**src/rtl/muldiv_sequencer_pkg.sv**
```systemverilog
// muldiv_sequencer_pkg: state, op and DIVM phase encodings shared with control_unit and the DIVM handler
package muldiv_sequencer_pkg;
  typedef enum logic [2:0] {
    S_IDLE, S_CLR, S_LDA, S_LDB, S_MRUN, S_DRUN, S_WB, S_EXC
  } state_t;
  typedef enum logic [1:0] {
    OP_MULT = 2'b00,
    OP_DIV  = 2'b01,
    OP_DIVM = 2'b10,
    OP_RSVD = 2'b11
  } op_t;
  typedef enum logic [2:0] {
    DM_NONE = 3'd0,
    DM_LDA  = 3'd1,
    DM_LDB  = 3'd2,
    DM_RUN  = 3'd3
  } divm_t;
endpackage

```
**src/rtl/muldiv_sequencer.sv**
```systemverilog
// muldiv_sequencer: sequences multiplier/divider runs, HI/LO write-back, timeout and divide-by-zero aborts
module muldiv_sequencer
  import muldiv_sequencer_pkg::*;
#(
  parameter int TIMEOUT_CYC = 64,
  parameter int CNT_W       = 7
) (
  input  logic       clk,
  input  logic       reset,
  input  logic       start,
  input  logic [1:0] op,
  input  logic       mult_end,
  input  logic       div_done,
  input  logic       div_by0,
  output logic       mult_control,
  output logic       mult_rst,
  output logic       div_op,
  output logic       div_rst,
  output logic [2:0] divm_op,
  output logic       hilo_src,
  output logic       hi_w,
  output logic       lo_w,
  output logic       busy,
  output logic       done,
  output logic       exc_divby0,
  output logic       exc_timeout
);
  state_t            state, state_nx;
  op_t               op_q;
  logic [CNT_W-1:0]  cnt;
  logic              to_q;
  logic              run;
  logic              expired;
  logic              clr_ph;
  assign run     = state == S_MRUN || state == S_DRUN;
  assign expired = cnt == CNT_W'(TIMEOUT_CYC - 1);
  assign clr_ph  = state == S_CLR || state == S_EXC;
  // State, latched op, run counter and abort cause; to_q remembers whether an abort was a timeout
  always_ff @(posedge clk or negedge reset) begin
    if (!reset) begin
      state <= S_IDLE;
      op_q  <= OP_MULT;
      cnt   <= '0;
      to_q  <= 1'b0;
    end else begin
      state <= state_nx;
      if (state == S_IDLE && start && op != OP_RSVD) op_q <= op_t'(op);
      if (state == S_CLR) cnt <= '0;
      else if (run) cnt <= cnt + 1'b1;
      if (run) to_q <= state == S_MRUN || !div_by0;
    end
  end
  // Next state; completion wins over an expiring counter, div_by0 wins over div_done
  always_comb begin
    state_nx = state;
    case (state)
      S_IDLE:  state_nx = (start && op != OP_RSVD) ? S_CLR : S_IDLE;
      S_CLR:   state_nx = op_q == OP_MULT ? S_MRUN : op_q == OP_DIV ? S_DRUN : S_LDA;
      S_LDA:   state_nx = S_LDB;
      S_LDB:   state_nx = S_DRUN;
      S_MRUN:  state_nx = mult_end ? S_WB : expired ? S_EXC : S_MRUN;
      S_DRUN:  state_nx = div_by0 ? S_EXC : div_done ? S_WB : expired ? S_EXC : S_DRUN;
      default: state_nx = S_IDLE;
    endcase
  end
  assign mult_control = state == S_MRUN;
  assign mult_rst     = clr_ph && op_q == OP_MULT;
  assign div_op       = state == S_DRUN;
  assign div_rst      = clr_ph && op_q != OP_MULT;
  assign divm_op      = state == S_LDA ? DM_LDA :
                        state == S_LDB ? DM_LDB :
                        (state == S_DRUN && op_q == OP_DIVM) ? DM_RUN : DM_NONE;
  assign hilo_src     = state == S_DRUN || (state == S_WB && op_q != OP_MULT);
  assign hi_w         = state == S_WB;
  assign lo_w         = state == S_WB;
  assign done         = state == S_WB;
  assign busy         = state != S_IDLE;
  assign exc_divby0   = state == S_EXC && !to_q;
  assign exc_timeout  = state == S_EXC && to_q;
endmodule

```
**config.mk**
```make
export PLATFORM = sky130hd
export DESIGN_NAME = muldiv_sequencer
export DESIGN_NICKNAME = d
export VERILOG_FILES = /design/src/rtl/muldiv_sequencer_pkg.sv /design/src/rtl/muldiv_sequencer.sv
export SDC_FILE = /design/constraint.sdc
export NUM_CORES = 1
export LEC_CHECK = 0
export CAP_MARGIN = 20
export CELL_PAD_IN_SITES_DETAIL_PLACEMENT = 2
export CELL_PAD_IN_SITES_GLOBAL_PLACEMENT = 2
export CORE_ASPECT_RATIO = 0.75
export CORE_UTILIZATION = 30
export DETAILED_ROUTE_END_ITERATION = 8
export GPL_ROUTABILITY_DRIVEN = 0
export GPL_TIMING_DRIVEN = 0
export PLACE_DENSITY_LB_ADDON = 0.25
export SKIP_LAST_GASP = 1
export SLEW_MARGIN = 15
export SYNTH_ARGS = -nofsm -noshare
export SYNTH_HDL_FRONTEND = slang
export SYNTH_SLANG_ARGS = --single-unit
export TNS_END_PERCENT = 20
```
**constraint.sdc**
```tcl
create_clock -name clk -period 2.35 [get_ports clk]
set_clock_uncertainty 0.1 [all_clocks]
set_input_delay 0.47 -clock clk [delete_from_list [all_inputs] [get_ports clk]]
set_output_delay 0.47 -clock clk [all_outputs]
set_load 0.005 [all_outputs]
```
# After elaboration in Yosys (flattened, before gate mapping)

Index checks and enable logic that the tools add are counted.

Add/subtract/negate cells: 1
Muxes and demuxes: 14
Reduce and logical (&&, ||, !) cells: 20
Equal/unequal tests: 11

Operators with widths:

| kind                                                             | number |
|---|---|
| 3-bit case mux with 6 select lines                               | 1 |
| 2-bit two-way mux                                                | 8 |
| 7-bit two-way mux                                                | 2 |
| 3-bit == test (second input constant)                            | 4 |
| 1-bit logical AND                                                | 9 |
| 7-bit by 1-bit adder with 7-bit output (second input constant)   | 1 |
| 7-bit by 6-bit == test with 1-bit output (second input constant) | 1 |
| 3-bit by 2-bit == test with 1-bit output (second input constant) | 2 |
| 3-bit two-way mux                                                | 2 |
| 1-bit logical OR                                                 | 4 |
| 2-bit nonzero test                                               | 2 |
| 3-bit by 1-bit == test with 1-bit output (second input constant) | 1 |
| 3-bit zero test                                                  | 1 |
| 3-bit nonzero test                                               | 1 |
| 2-bit by 1-bit == test with 1-bit output (second input constant) | 1 |
| 2-bit == test (second input constant)                            | 1 |
| 1-bit zero test                                                  | 2 |
| 2-bit zero test                                                  | 1 |
| 2-bit != test (second input constant)                            | 1 |
| 1-bit two-way mux                                                | 1 |

Word-level logic and storage cells: 50
Register bits: 13
Input bits: 8

# Longest topological paths before layout

Depth after elaboration: 5
Depth in mapped cells: 5
Mapped depth without buffers: 4

# Worst setup path after synthesis

Ideal clock, no wire load.

Kind: reg-to-output
From: register state[2]
To: output port hi_w
Slack: 0.670 ns
Arrival time: 1.110 ns
Cell stages (with the launch flop): 6
Data required time: 1.780 ns
Path buffers: 3
Cell sequence: dfrtp_1 buf_6 clkbuf_1 nand2_1 nor2_1 buf_4

Longest elaborated chain between the ends: 1

Ends and longest elaborated chain:

| item                     | line                   | RTL |
|---|---|---|
| start: declaration       | muldiv_sequencer.sv:28 | `state_t state, state_nx;` |
| start signal: assignment | muldiv_sequencer.sv:46 | `state <= state_nx;` |
| 3-bit == test            | -                      |  |
| end: declaration         | muldiv_sequencer.sv:21 | `output logic hi_w,` |

No other way between the ends.

# Final worst setup path

From: register state[0]
To: output port hilo_src

Longest elaborated chain between the ends: 3

Ends and longest elaborated chain:

| item               | line                   | RTL |
|---|---|---|
| 3-bit == test      | muldiv_sequencer.sv:73 | `assign hilo_src = state == S_DRUN \|\| (state == S_WB && op_q != OP_MULT);` |
| 1-bit logical AND  | muldiv_sequencer.sv:73 |  |
| 1-bit logical OR * | muldiv_sequencer.sv:73 |  |
| end: declaration   | muldiv_sequencer.sv:20 | `output logic hilo_src,` |

Every way passes the cells marked *; elsewhere a longest branch is shown, timed or not.

==> metrics.cfg <==
[run_status]
outcome=finished with violations
failed_checks=setup timing

[worst_setup_path]
cp-end-kind=primary output
critical_path_class=reg2out
worst_ep_arrival_time_ps=1800
crit_fanout=10
crit_chain=or2b_1 > o21ai_0 > and2_1 > clkdlybuf4s50_1
critPathBufInv=1
worst-endpoint-required_ps=1780
crit_cells=4
crit_family=buffers and inverters
worstSetupStartpointType=register
worst_path_max_delay_cell=clkdlybuf4s50_1
cpPeakStageDelay_ps=500
r2r.worst_path.cells=4

[synth]
synth_seq_area_share_pct=37.9
synth.top_cells.by_area=dfrtp_1 (38%), nor2_1 (5.7%), a22o_1 (4.1%)
asyncSetResetFlopFracSynth_pct=100
synthesis.yosys.warnings=0
avgSynthCellArea_um2=8.76
syn_inst=98
postSynthRegisterBits=13
synth_cell_types=37
synth_flop_cell=dfrtp_1
synth-edff-count=0
yosys-top-cells-count=dfrtp_1 (13), nor2_1 (13), nand2_1 (7), nand3_1 (7), nand2b_1 (5)
mapped_nets=107
synth_area_um2=858
post_synth_top_area_share_pct=37.9
synth_top_cell_by_area=dfrtp_1

[power_and_ir_drop]
pwr_total_uw=1520
comb_power_share_pct=56.4
power_switching_uw=605
power.switching_fraction_pct=39.9
power_report.internal_total_uw=912
leakage_uw=0.000520
pwr-share-seq_pct=30.2
peakVddDrop_uv=512
power_per_cell_area_nw_per_um2=1270
clkPwrFrac_pct=13.4

[grt]
grt_most_used_layer=met2
via_count_of_the_first_global_routing_pass=892
total_global_routing_overflow=0
met1_track_usage_gr_pct=25.7
gr-usage-met2_pct=31.6
grt_max_degree=14
grt_first_pass_wirelength_um=4530
antenna_found_initial=0
grt_use_met3_pct=5.19
grt.total_usage_pct=19.1

[sta]
layout_worst_path_cycle_share_pct=101
timing.final.max_slew_violations=0
layout_min_cycle_time_ps=2370
setup_ws_ps=-20.1
max_clock_freq_mhz=422
slew_headroom_pct=57.1
timing_hold_violations_final=0
setup_violating_endpoint_count_in_the_final_report=1
rsz0062_at_grt=yes
timing_worst_slew_pin_value_ps=642

[detailed_routing]
ant_nets=0
drt-vias-per-instance=5.28
postRouteWirelength_um=2540
average_detailed_routed_wire_length_per_instance_um=16.0
dr.first_iter.drc_count=18
drt_drc_violations_left=0
vias=839
dr.pass1.iters=4

[floorplanning]
floorplan.die_area_um2=3080
die_width_um=63.8
floorplan.io_pins=22
die_height_um=48.3
initial_core_util_pct=32.2
row_count=16
fp.coreArea_um2=2660

[clocking]
cts.clk_slew.worst_paths_ps=60
cts.hold.buffers_added=0
tritoncts_num_sinks=13
htreeDepth=1
cts-root-buf=clkbuf_8
tritoncts=built
cts_buffer_depth=2
worstSkewPairLatency_ps=240
cts_inserted_buffers=3

[final_layout]
fillCellCount=281
area_growth_pct=38.6
final_core_util_pct=44.7
final_cell_count_no_fill=159
n_antenna_cell=0
layout.nets=133
final_layout_size_suffix_gt1_share_pct=19.5

[hold_path]
number_of_cells_traversed_by_the_worst_hold_path=2
holdCritPathClass=reg2reg

[placed_design]
port_buffers=20
place.detailed.hpwl_um=1860
dp.cells=154

[flow_run]
drv_cap=0

cells by family (layout without fill, tap and decap cells):
logic type      Yosys count  after routing  synth area share [%]
other cells               1              1                 0.437
fa+ha+maj                 1              1                  1.46
flops                    13             13                  37.9
mux                       3              3                  3.94
buf+inv                  11             36                  7.29
compound gates           21             21                  17.8
simple gates             48             48                  31.2
cell type report:
cell class / count / area, µm² / area share (%)
multi-input combinational: 74 / 480 / 40.4
clock buffer: 4 / 45.0 / 3.79
tap: 36 / 45.0 / 3.79
buffer: 7 / 62.6 / 5.26
timing repair buffer: 22 / 218 / 18.3
sequential: 13 / 328 / 27.5
inverter: 3 / 11.3 / 0.946
layout by cell type (no fill, tap or decap), types with 3 or more instances in the layout:
| cell type | n |
|---|---|
| a22o_1 | 4 |
| buf_4 | 6 |
| clkbuf_8 | 4 |
| clkdlybuf4s50_1 | 19 |
| dfrtp_1 | 11 |
| inv_1 | 3 |
| mux2_2 | 3 |
| nand2_1 | 7 |
| nand2b_1 | 4 |
| nand3_1 | 7 |
| nor2_1 | 12 |
| o21ai_0 | 4 |
| or4_1 | 3 |
layer usage:
layer	vias up	wire length, µm	share of wire (%)
met2	12	1260	50
met5	-	0	0
met3	2	83	3.3
met1	432	1190	47
met4	0	8	0.32
li1	393	-	-
state kept, by name, summed over array words and instances, names as in the netlist:
register	count
cnt	7
state	3
op_q	2
to_q	1
repair_timing:
| item | CTS | global route |
|---|---|---|
| endpoints found under the setup margin | 12 | 9 |
| setup buffers | 2 | 0 |
| gates resized for setup | 9 | 4 |
metrics by stage:
stage / setup WS [ps] / setup TNS [ps] / instance area (µm²) / hold slack (ps)
floorplan: 670 / 0 / 858 / 74.4
global placement: 2.24 / 0 / 1100 / 410
detailed placement: -46.9 / -82.4 / 1100 / 438
CTS: -24.6 / -30.9 / 1180 / 451
global route: -93.0 / -349 / 1190 / 477
finish: -20.1 / -20.1 / 1190 / 442
worst paths after layout:
check / start / endpoint / slack (ps)
max: state[0] / hilo_src / -20
min: cnt[5] / cnt[5] / 440
max reg2reg: state[1] / state[0] / 760
min reg2reg: cnt[5] / cnt[5] / 440
max in group asynchronous: reset / state[0] / 1180
min in group asynchronous: reset / cnt[5] / 520
power groups by stage:
stage / Clock [µW] / Sequential (µW) / Combinational (µW)
6_report: 203 / 458 / 855
4_1_cts: 212 / 453 / 858
3_5_place_dp: 0 / 442 / 816
3_3_place_gp: 0 / 433 / 782
2_1_floorplan: 0 / 406 / 510
5_1_grt: 223 / 476 / 948
worst register-to-register path, cell delays in order (launching register included):
cell and delay [ps]:
dfrtp_2 440, buf_4 150, or4b_1 520, nor4_1 180, or4_1 140
Note: power is estimated with default switching activity, not from simulation.
